<file path="config.mk">
export PLATFORM = sky130hd
export DESIGN_NAME = mux2x1_rr_arbiter
export DESIGN_NICKNAME = d
export VERILOG_FILES = /design/src/rtl/mux2x1_rr_arbiter.sv
export SDC_FILE = /design/constraint.sdc
export NUM_CORES = 1
export LEC_CHECK = 0
export CORE_MARGIN = 4
export CORE_UTILIZATION = 33
export CTS_CLUSTER_DIAMETER = 200
export DETAILED_ROUTE_END_ITERATION = 6
export PLACE_DENSITY = 0.83
export SYNTH_ARGS = -nofsm -noshare
export SYNTH_HDL_FRONTEND = slang
export SYNTH_SLANG_ARGS = --single-unit
</file>
<file path="constraint.sdc">
create_clock -name clk -period 1.45 [get_ports clk]
set_input_delay 0.29 -clock clk [delete_from_list [all_inputs] [get_ports clk]]
set_output_delay 0.29 -clock clk [all_outputs]
set_load 0.05 [all_outputs]
</file>
<file path="src/rtl/mux2x1_rr_arbiter.sv">
// Registered 2:1 stream merger with round-robin arbitration; Sel tags the source of Y_data.
// Define MUX2X1_ARB_FIXED_PRIO_EN to make I0 always win contention instead.
module mux2x1_rr_arbiter #(
    parameter int WIDTH = 8
) (
    input  logic             clk,
    input  logic             rst,
    input  logic [WIDTH-1:0] I0_data,
    input  logic             I0_valid,
    output logic             I0_ready,
    input  logic [WIDTH-1:0] I1_data,
    input  logic             I1_valid,
    output logic             I1_ready,
    output logic [WIDTH-1:0] Y_data,
    output logic             Y_valid,
    input  logic             Y_ready,
    output logic             Sel
);

    logic load;
    logic take_i0;
    logic take_i1;

    // Output register can accept a word when empty or being drained this cycle.
    assign load = !Y_valid || Y_ready;

`ifdef MUX2X1_ARB_FIXED_PRIO_EN
    assign I0_ready = !rst && load;
    assign I1_ready = !rst && load && !I0_valid;
`else
    // Sel is the last grant, so the other source is favoured on a tie.
    assign I0_ready = !rst && load && !(I1_valid && !Sel);
    assign I1_ready = !rst && load && !(I0_valid && Sel);
`endif

    assign take_i0 = I0_valid && I0_ready;
    assign take_i1 = I1_valid && I1_ready;

    always_ff @(posedge clk or posedge rst) begin
        if (rst) begin
            Y_valid <= 1'b0;
            Y_data  <= '0;
            Sel     <= 1'b1;
        end else if (take_i0) begin
            Y_valid <= 1'b1;
            Y_data  <= I0_data;
            Sel     <= 1'b0;
        end else if (take_i1) begin
            Y_valid <= 1'b1;
            Y_data  <= I1_data;
            Sel     <= 1'b1;
        end else if (Y_ready) begin
            Y_valid <= 1'b0;
        end
    end

endmodule

</file>
==> impl_metrics.env <==
export IMPL_yosysWarnings=0
export IMPL_x_dimension_of_the_die_um=46.51
export IMPL_timing_critical_path_to="I0_ready"
export IMPL_critPathCaptureType="primary output"
export IMPL_drt_first_iter_violations=17
export IMPL_met3_wirelength_from_detailed_routing_um=174
export IMPL_report_final_slew_viol_count=0
export IMPL_numPlacedInstances=107
export IMPL_cellPowerDensity_mw_per_mm2=1307
export IMPL_syn_cell_area_um2=489.2
export IMPL_drt_pre_antenna_iters=4
export IMPL_ir_worst_vdd_uv=696.5
export IMPL_max_cap_violations=0
export IMPL_worst_r2r_path_depth=6
export IMPL_clk_path_buf_depth=2
export IMPL_detail_route_drc_violations=0
export IMPL_clock_skew_ns=0.004277
export IMPL_cts_num_sinks=10
export IMPL_finalWorstSetupSlack_ns=-0.1601
export IMPL_mostFrequentLayoutCells="18 x sky130_fd_sc_hd__clkdlybuf4s50_1, 12 x sky130_fd_sc_hd__buf_12, 12 x sky130_fd_sc_hd__buf_4"
export IMPL_die_height_um=46.51
export IMPL_yosys_register_bits=10
export IMPL_htree_levels=1
export IMPL_average_wire_per_cell_in_the_routed_design_um=15.75
export IMPL_clock_transition_at_path_regs_ns=0.07
export IMPL_criticalPathCategory="reg -> out"
export IMPL_area_delta_synth_final_pct=132.5
export IMPL_cp_cell_sequence="buf_6, inv_4, a21oi_4, buf_12"
export IMPL_layout_commonest_cell="sky130_fd_sc_hd__clkdlybuf4s50_1"
export IMPL_die_area_mm2=0.002163
export IMPL_yosys_area_top_type_share=0.4604
export IMPL_detailroute_wirelength_met2_um=907
export IMPL_arrival_ns=1.32
export IMPL_worst_r2r_setup_slack_ns=0.07
export IMPL_first_global_vias=644
export IMPL_number_of_distinct_standard_cells_referenced_by_the_synthesized_netlist=16
export IMPL_netlist_top_cell_by_area="sky130_fd_sc_hd__dfrtp_1"
export IMPL_sequential_cell_area_um2=256.5
export IMPL_start_util=0.3624
export IMPL_placement_io_buffers=32
export IMPL_worst_skew_pair_late_latency_ns=0.28
export IMPL_worstSetupStartpointType="register"
export IMPL_final_nets=121
export IMPL_highest_signal_layer="met4"
export IMPL_crit_family="flip-flops"
export IMPL_clk_root_buffer_cell="sky130_fd_sc_hd__clkbuf_4"
export IMPL_multi_input_area_um2=269.0
export IMPL_grt_max_degree=10
export IMPL_yosysSeqAreaShare=0.5141
export IMPL_globalRoute_totalOverflow=0
export IMPL_rr_endpoint="Y_data[6]"
export IMPL_path_max_fanout=4
export IMPL_final_util=0.8424
export IMPL_wl_met1_um=671
export IMPL_critPathSlowestCell="sky130_fd_sc_hd__dfstp_4"
export IMPL_wire_length_of_the_first_global_routing_pass_um=2898
export IMPL_critical_path_max_stage_delay_ns=0.62
export IMPL_detail_route_vias_per_cell=5.333
export IMPL_avgSynthCellArea_um2=9.593
export IMPL_io_pins=33
export IMPL_layout_drive_gt1_share=0.4141
export IMPL_drt_total_wl_um=1795
export IMPL_achievable_frequency_mhz=621.1
export IMPL_syn_num_nets=72
export IMPL_status="finished, violations left"
export IMPL_number_of_cells_produced_by_synthesis=51
export IMPL_finalNonFillerCells=114
export IMPL_total_cts_buffers=3
export IMPL_yosys_top_cells_area="sky130_fd_sc_hd__dfrtp_1 46%, sky130_fd_sc_hd__a2bb2oi_1 13%, sky130_fd_sc_hd__a21oi_1 9.2%, sky130_fd_sc_hd__nand2_1 7.7%, sky130_fd_sc_hd__dfstp_2 5.4%"
export IMPL_critPathBufInv=3
export IMPL_post_dp_hpwl_um=1285
export IMPL_worst_setup_path_startpoint="Sel"
export IMPL_number_of_antenna_violations_at_the_first_check_in_global_routing=0
export IMPL_gr_usage_all_layers=0.1995
export IMPL_worst_ep_required_time_ns=1.16
export IMPL_design_core_area_mm2=0.001350
export IMPL_max_slew_worst_pin_slew_ns=0.3582
export IMPL_cts_tree="done"
export IMPL_timing_final_hold_violations=0
export IMPL_final_period_minus_worst_setup_slack_ns=1.610
export IMPL_min_path_type="in -> async"
export IMPL_dr_total_vias=608
export IMPL_routabilityCongestion=0.8505
export IMPL_layout_filler_cells=74
export IMPL_worstReg2RegStart="Sel"
export IMPL_num_rows=13
export IMPL_relSlewSlack=0.7610
export IMPL_power_leakage_uw=0.0005186
export IMPL_violated_checks="negative setup slack"
export IMPL_critical_path_depth=4
export IMPL_final_min_period_over_clock_period=1.110
export IMPL_ant_nets=0
export IMPL_setup_repair_after_global_routing_missed_its_margin="true"
export IMPL_antenna_cells_inserted=0
export IMPL_finalPower_uw=1487
export IMPL_setup_viol=3
cell usage after synthesis:
master / number
sky130_fd_sc_hd__dfrtp_1: 9
sky130_fd_sc_hd__nand2b_1: 1
sky130_fd_sc_hd__a21oi_1: 9
sky130_fd_sc_hd__o211ai_1: 1
sky130_fd_sc_hd__nand4_1: 2
sky130_fd_sc_hd__buf_4: 1
sky130_fd_sc_hd__dfstp_2: 1
sky130_fd_sc_hd__o21ai_0: 1
sky130_fd_sc_hd__mux2i_1: 1
sky130_fd_sc_hd__inv_1: 2
sky130_fd_sc_hd__nor2_1: 3
sky130_fd_sc_hd__nand2_1: 10
sky130_fd_sc_hd__nand2b_2: 1
sky130_fd_sc_hd__a21oi_2: 1
sky130_fd_sc_hd__and4_1: 1
sky130_fd_sc_hd__a2bb2oi_1: 7
worst min-delay path by stage:
stage                     startpoint   endpoint  slack [ns]  cells past startpoint
final                            rst  Y_data[6]        0.09                      3
after global routing             rst  Y_data[6]        0.09                      3
after CTS                        rst  Y_data[6]        0.40                      3
after detailed placement   Y_data[4]  Y_data[4]        0.59                      1
after global placement     Y_data[1]  Y_data[1]        0.59                      1
after floorplan                  rst  Y_data[0]         0.1                      1
per-layer routing:
layer | global-route usage | vias to the layer above
met4 | 0.1023 | 0
met5 | 0 | -
li1 | - | 280
met2 | 0.3269 | 37
met1 | 0.2322 | 287
met3 | 0.05859 | 4
flip-flops by register name, indices dropped and copies added, names as in the netlist:
signal	flops
Y_data	8
Y_valid	1
Sel	1
what timing repair did:
action                                  4_1_cts  5_1_grt
pin swaps                                     1        1
hold buffers                                  0        0
buffers inserted                              3        0
gates resized for setup                       8        3
endpoints found under the setup margin       10       10
worst reg2reg max path, delay by kind of cell, from the launching register on:
kind / cells / cell delay [ns]
flip-flops: 1 / 0.62
buffers and inverters: 2 / 0.21
multiplexers: 1 / 0.19
AND/OR/NAND/NOR: 2 / 0.17
AO/OA/AOI/OAI: 1 / 0.08
logic make-up after synthesis:
logic type             synth area share
buffers and inverters           0.03070
multiplexers                    0.02046
AO/OA/AOI/OAI                    0.2609
flip-flops                       0.5141
AND/OR/NAND/NOR                  0.1739
area by class of cell:
class,count,share of cell area
tap,15,0.01650
multi-input combinational,38,0.2365
clock buffer,4,0.03190
timing repair buffer,45,0.4774
inverter,2,0.01210
sequential,10,0.2255
per-stage QoR:
stage	hold WS [ns]	worst slack [ns]	setup TNS [ns]	area (um2)
2_1_floorplan	0.09861	0.009294	0	520.5
3_3_place_gp	0.5878	-0.2796	-2.509	1047
3_5_place_dp	0.5925	-0.4114	-3.238	1047
4_1_cts	0.3956	-0.1492	-0.3488	1127
5_1_grt	0.09104	-0.1988	-0.4789	1137
6_report	0.08812	-0.1601	-0.3683	1137
where the power goes:
part	leakage, uW	switching, uW	internal [uW]
Combinational	0.000387	386	426
Sequential	0.000111	67.9	346
Clock	0.0000210	108	153
Note: power is estimated with default switching activity, not from simulation.
==> edit 1 (same settings) <==
Build with the macro `MUX2X1_ARB_FIXED_PRIO_EN` defined.
--- a/src/rtl/mux2x1_rr_arbiter.sv
+++ b/src/rtl/mux2x1_rr_arbiter.sv
@@ -2,2 +2,4 @@
 // Define MUX2X1_ARB_FIXED_PRIO_EN to make I0 always win contention instead.
+`define MUX2X1_ARB_FIXED_PRIO_EN
+
 module mux2x1_rr_arbiter #(
Function: changed (Yosys sat finds a counterexample within 4 cycles, from zero or initial values and one cycle with rst high).
==> edit 1 against the unedited design <==
Via count grew 0.82%. Clock skew is essentially flat. Non-clock buffer count is the same. Setup slack gained 0.19 ns. Core utilization shrank 9.4 points. Clock power grew 4%. Wire length grew 12%. Power shrank 14%. Sequential cell count is the same. Critical path depth is the same. Design area grew 0.22%. Area after synthesis grew 10%. Synthesized cell count shrank 3.9%. Global-route usage shrank 1.9 points. Critical path type unchanged. Critical endpoint is now I1_ready.
==> edit 1: results (changes against the unedited design) <==
placement:
  dp_slack_ns: -0.270  # +0.142 ns
  detailed_place.area_sq_um: 1080  # +2.9%
  finalWeightedCongestion: 0.736  # -14%
clock_tree:
  postCtsSetupBuffers: 2  # -1
  cts.repair.resized: 5  # -3
route:
  drtIter0Drc: 8  # -9
  vias: 613  # +0.82%
  post_drt_wl_per_cell_microns: 18.0  # +14%
power:
  power_frac_seq_pct: 30.8  # +3.0 points
  p_sw_uw: 470  # -16%
  cellPowerDensity_nw_per_um2: 1120  # -14%
  powerComb_uw: 610  # -25%
  ir_drop_v: 0.000750  # +7.7%
layout:
  multi_input_area_sq_um: 285  # +6.0%
  nets: 118  # -2.5%
  seq_area_share_pct: 22.2  # -0.38 points
  layout.nonclk_buf_share_pct: 46.9  # -0.87 points
  multi_input_area_share_pct: 25.0  # +1.4 points
  fin_cells: 112  # -1.8%
  drive_gt1_share_pct: 40.6  # -0.79 points
  clk_share_pct: 3.18  # -0.0070 points
  nMultiInputCombCells: 35  # -7.9%
setup_path:
  crit_arrival_ns: 1.13  # -0.19 ns
  r2r_setup_slack_ns: 0.10  # +0.03 ns
  rr_worst_depth: 5  # -1
  crit_end: "I1_ready"
  rr_startpoint: "Y_valid$_DFFE_PP0P_"
  cpMaxStageDelayCell: "dfrtp_2"
synth:
  synthTopCellsByArea: "dfrtp_1, o2bb2ai_1, and3b_1"
  synthMuxAreaShare_pct: 0  # -2.0 points
  avgSynthCellArea_sq_um: 11.0  # +15%
  synth-compound-area-share_pct: 26.2  # +0.070 points
  ys_seq_area_share_pct: 46.5  # -4.9 points
  syn_nets: 70  # -2.8%
  ys_types: 21  # +5
timing:
  timing.hold.ws_ns: 0.239  # +0.151 ns
  timing.setup.tns_ns: 0  # +0.368 ns
  finalCritPeriodShare_pct: 97.8  # -13 points
  fin_skew_ns: 0.00476  # +0.000487 ns
  maxSlewHeadroom_pct: 78.7  # +2.7 points
status:
  status: "finished clean"
global_route:
  grt_usage_pct: 18.1  # -1.9 points
  grt_max_degree: 11  # +1
floorplanning:
  taps: 16  # +1
[edit 1: cell types whose count changed in the layout (fill, tap and decap cells not counted), sizes merged, moves of 2 or more]
cell | unedited run | this run
dlygate4sd2 | 1 | 3
a32o | 0 | 2
a2bb2oi | 7 | 0
nand4 | 2 | 0
nor2b | 0 | 4
nand2 | 10 | 1
a221o | 0 | 3
a21oi | 10 | 5
and3b | 0 | 4
o2bb2ai | 0 | 5
[edit 1: layer usage]
layer  routed length [microns]  GRT usage, %  vias up
met5                         0             0        -
met4                        80          12.1        0
met3                       109          5.52       10
met2                      1080          29.8       28
met1                       737          19.6      294
li1                          -             -      281
[edit 1: worst reg2reg max path, stage by stage, from the launching register on]
cell      delay (ns)
dfrtp_2         0.40
nand2b_4        0.07
buf_4           0.14
buf_4           0.14
a32o_1          0.23
a221o_1         0.26
==> edit 2 (config.mk and constraints unchanged) <==
Made on the original files. Reset style: synchronous (`rst`), changed in one clocked block.
--- a/src/rtl/mux2x1_rr_arbiter.sv
+++ b/src/rtl/mux2x1_rr_arbiter.sv
@@ -38,3 +38,3 @@
 
-    always_ff @(posedge clk or posedge rst) begin
+    always_ff @(posedge clk) begin
         if (rst) begin
Formal check against the unedited RTL: differs if rst is asserted again (counterexample within 4 cycles, from zero or initial values and one cycle with rst high); with rst held inactive, the same outputs for 10 cycles.
==> edit 2 against the unedited design <==
The flow still finishes with violations (negative setup slack). Worst hold slack gained 0.42 ns. Sequential share of layout area shrank 3.4 points. Area after synthesis grew 0.51%. Power shrank 36%. Cell count shrank 0.88%. Setup slack gained 0.063 ns. Critical path depth shrank 1. Die area grew 0.41%. Sequential cell count is the same. Wire length shrank 0.95%. Design area shrank 4.8%. Critical endpoint unchanged. Highest routed layer unchanged.
==> edit 2: results (changes against the unedited design) <==
synth:
  ys_types: 21  # +5
  syn_nets: 73  # +1.4%
  synthMuxAreaShare_pct: 0  # -2.0 points
  async_flop_share_pct: 0  # -100 points
  avgSynthCellArea_sq_um: 9.46  # -1.4%
  ys.flop_type: "dfxtp_1"
  synthTopCellsByArea: "dfxtp_1, a221oi_1, o32ai_1"
timing:
  setup_viol: 2  # -1
  maxSlewHeadroom_pct: 79.2  # +3.1 points
  timing.setup.tns_ns: -0.181  # +0.187 ns
  timing.hold.ws_ns: 0.504  # +0.416 ns
  fin_skew_ns: 0.00791  # +0.00363 ns
  fin_ws_ns: -0.0972  # +0.0629 ns
route:
  viasPerCell: 5.54  # +3.9%
  post_drt_wl_per_cell_microns: 15.7  # about the same
  drtIter0Drc: 8  # -9
  vias: 626  # +3.0%
worst_hold_path:
  hold_class: "flop to flop"
setup_path:
  rr_endpoint: "Y_data[3]$_SDFFE_PP0P_"
  crit_arrival_ns: 1.26  # -0.06 ns
  cp_top_family: "simple AND/OR/NAND/NOR gates"
  r2r_setup_slack_ns: 0.10  # +0.03 ns
  startpoint: "Y_valid$_SDFFE_PP0P_"
  max_stage_delay_ns: 0.34  # -0.28 ns
layout:
  drive_gt1_share_pct: 36.7  # -4.7 points
  nets: 120  # -0.83%
placement:
  finalWeightedCongestion: 0.757  # -11%
  dpl.hpwl_microns: 1360  # +5.5%
  placedCellCount: 105  # -1.9%
  dp_slack_ns: -0.336  # +0.0751 ns
  detailed_place.area_sq_um: 1010  # -3.2%
global_route:
  grt_usage_pct: 18.1  # -1.9 points
  first_global_vias: 562  # -13%
power:
  intPower_uw: 625  # -32%
  switching_share_pct: 34.6  # -3.2 points
  ir_drop_v: 0.000621  # -11%
status:
  status: "complete, but fails checks"
  violations: "negative setup slack"
-- edit 2: cell types whose count changed after synthesis, sizes merged, moves of 7 or more --
cell     change
a21oi        -8
nand2       -10
dfrtp        -9
dfxtp       +10
o32ai        +7
a221oi       +7
a2bb2oi      -7
inv          +7
-- edit 2: routing by layer --
layer / track usage (%) / wire [microns]
met1: 21.0 / 700
met2: 29.1 / 867
met3: 4.30 / 146
met4: 11.9 / 63
met5: 0 / 0
-- edit 2: final cells by class --
| cell class | count | area (sq um) |
|---|---|---|
| timing repair buffer | 45 | 528 |
| clock buffer | 4 | 26.3 |
| tap | 15 | 18.8 |
| inverter | 9 | 33.8 |
| fill | 84 | 268 |
| sequential | 10 | 208 |
| multi-input combinational | 30 | 268 |
-- edit 2: timing repair --
action                                  4_1_cts  5_1_grt
gates resized for setup                       9        0
endpoints found under the setup margin        5        3
hold buffers                                  0        0
hold endpoints to repair                      0        0
pin swaps                                     2        1
setup buffers                                 4        1
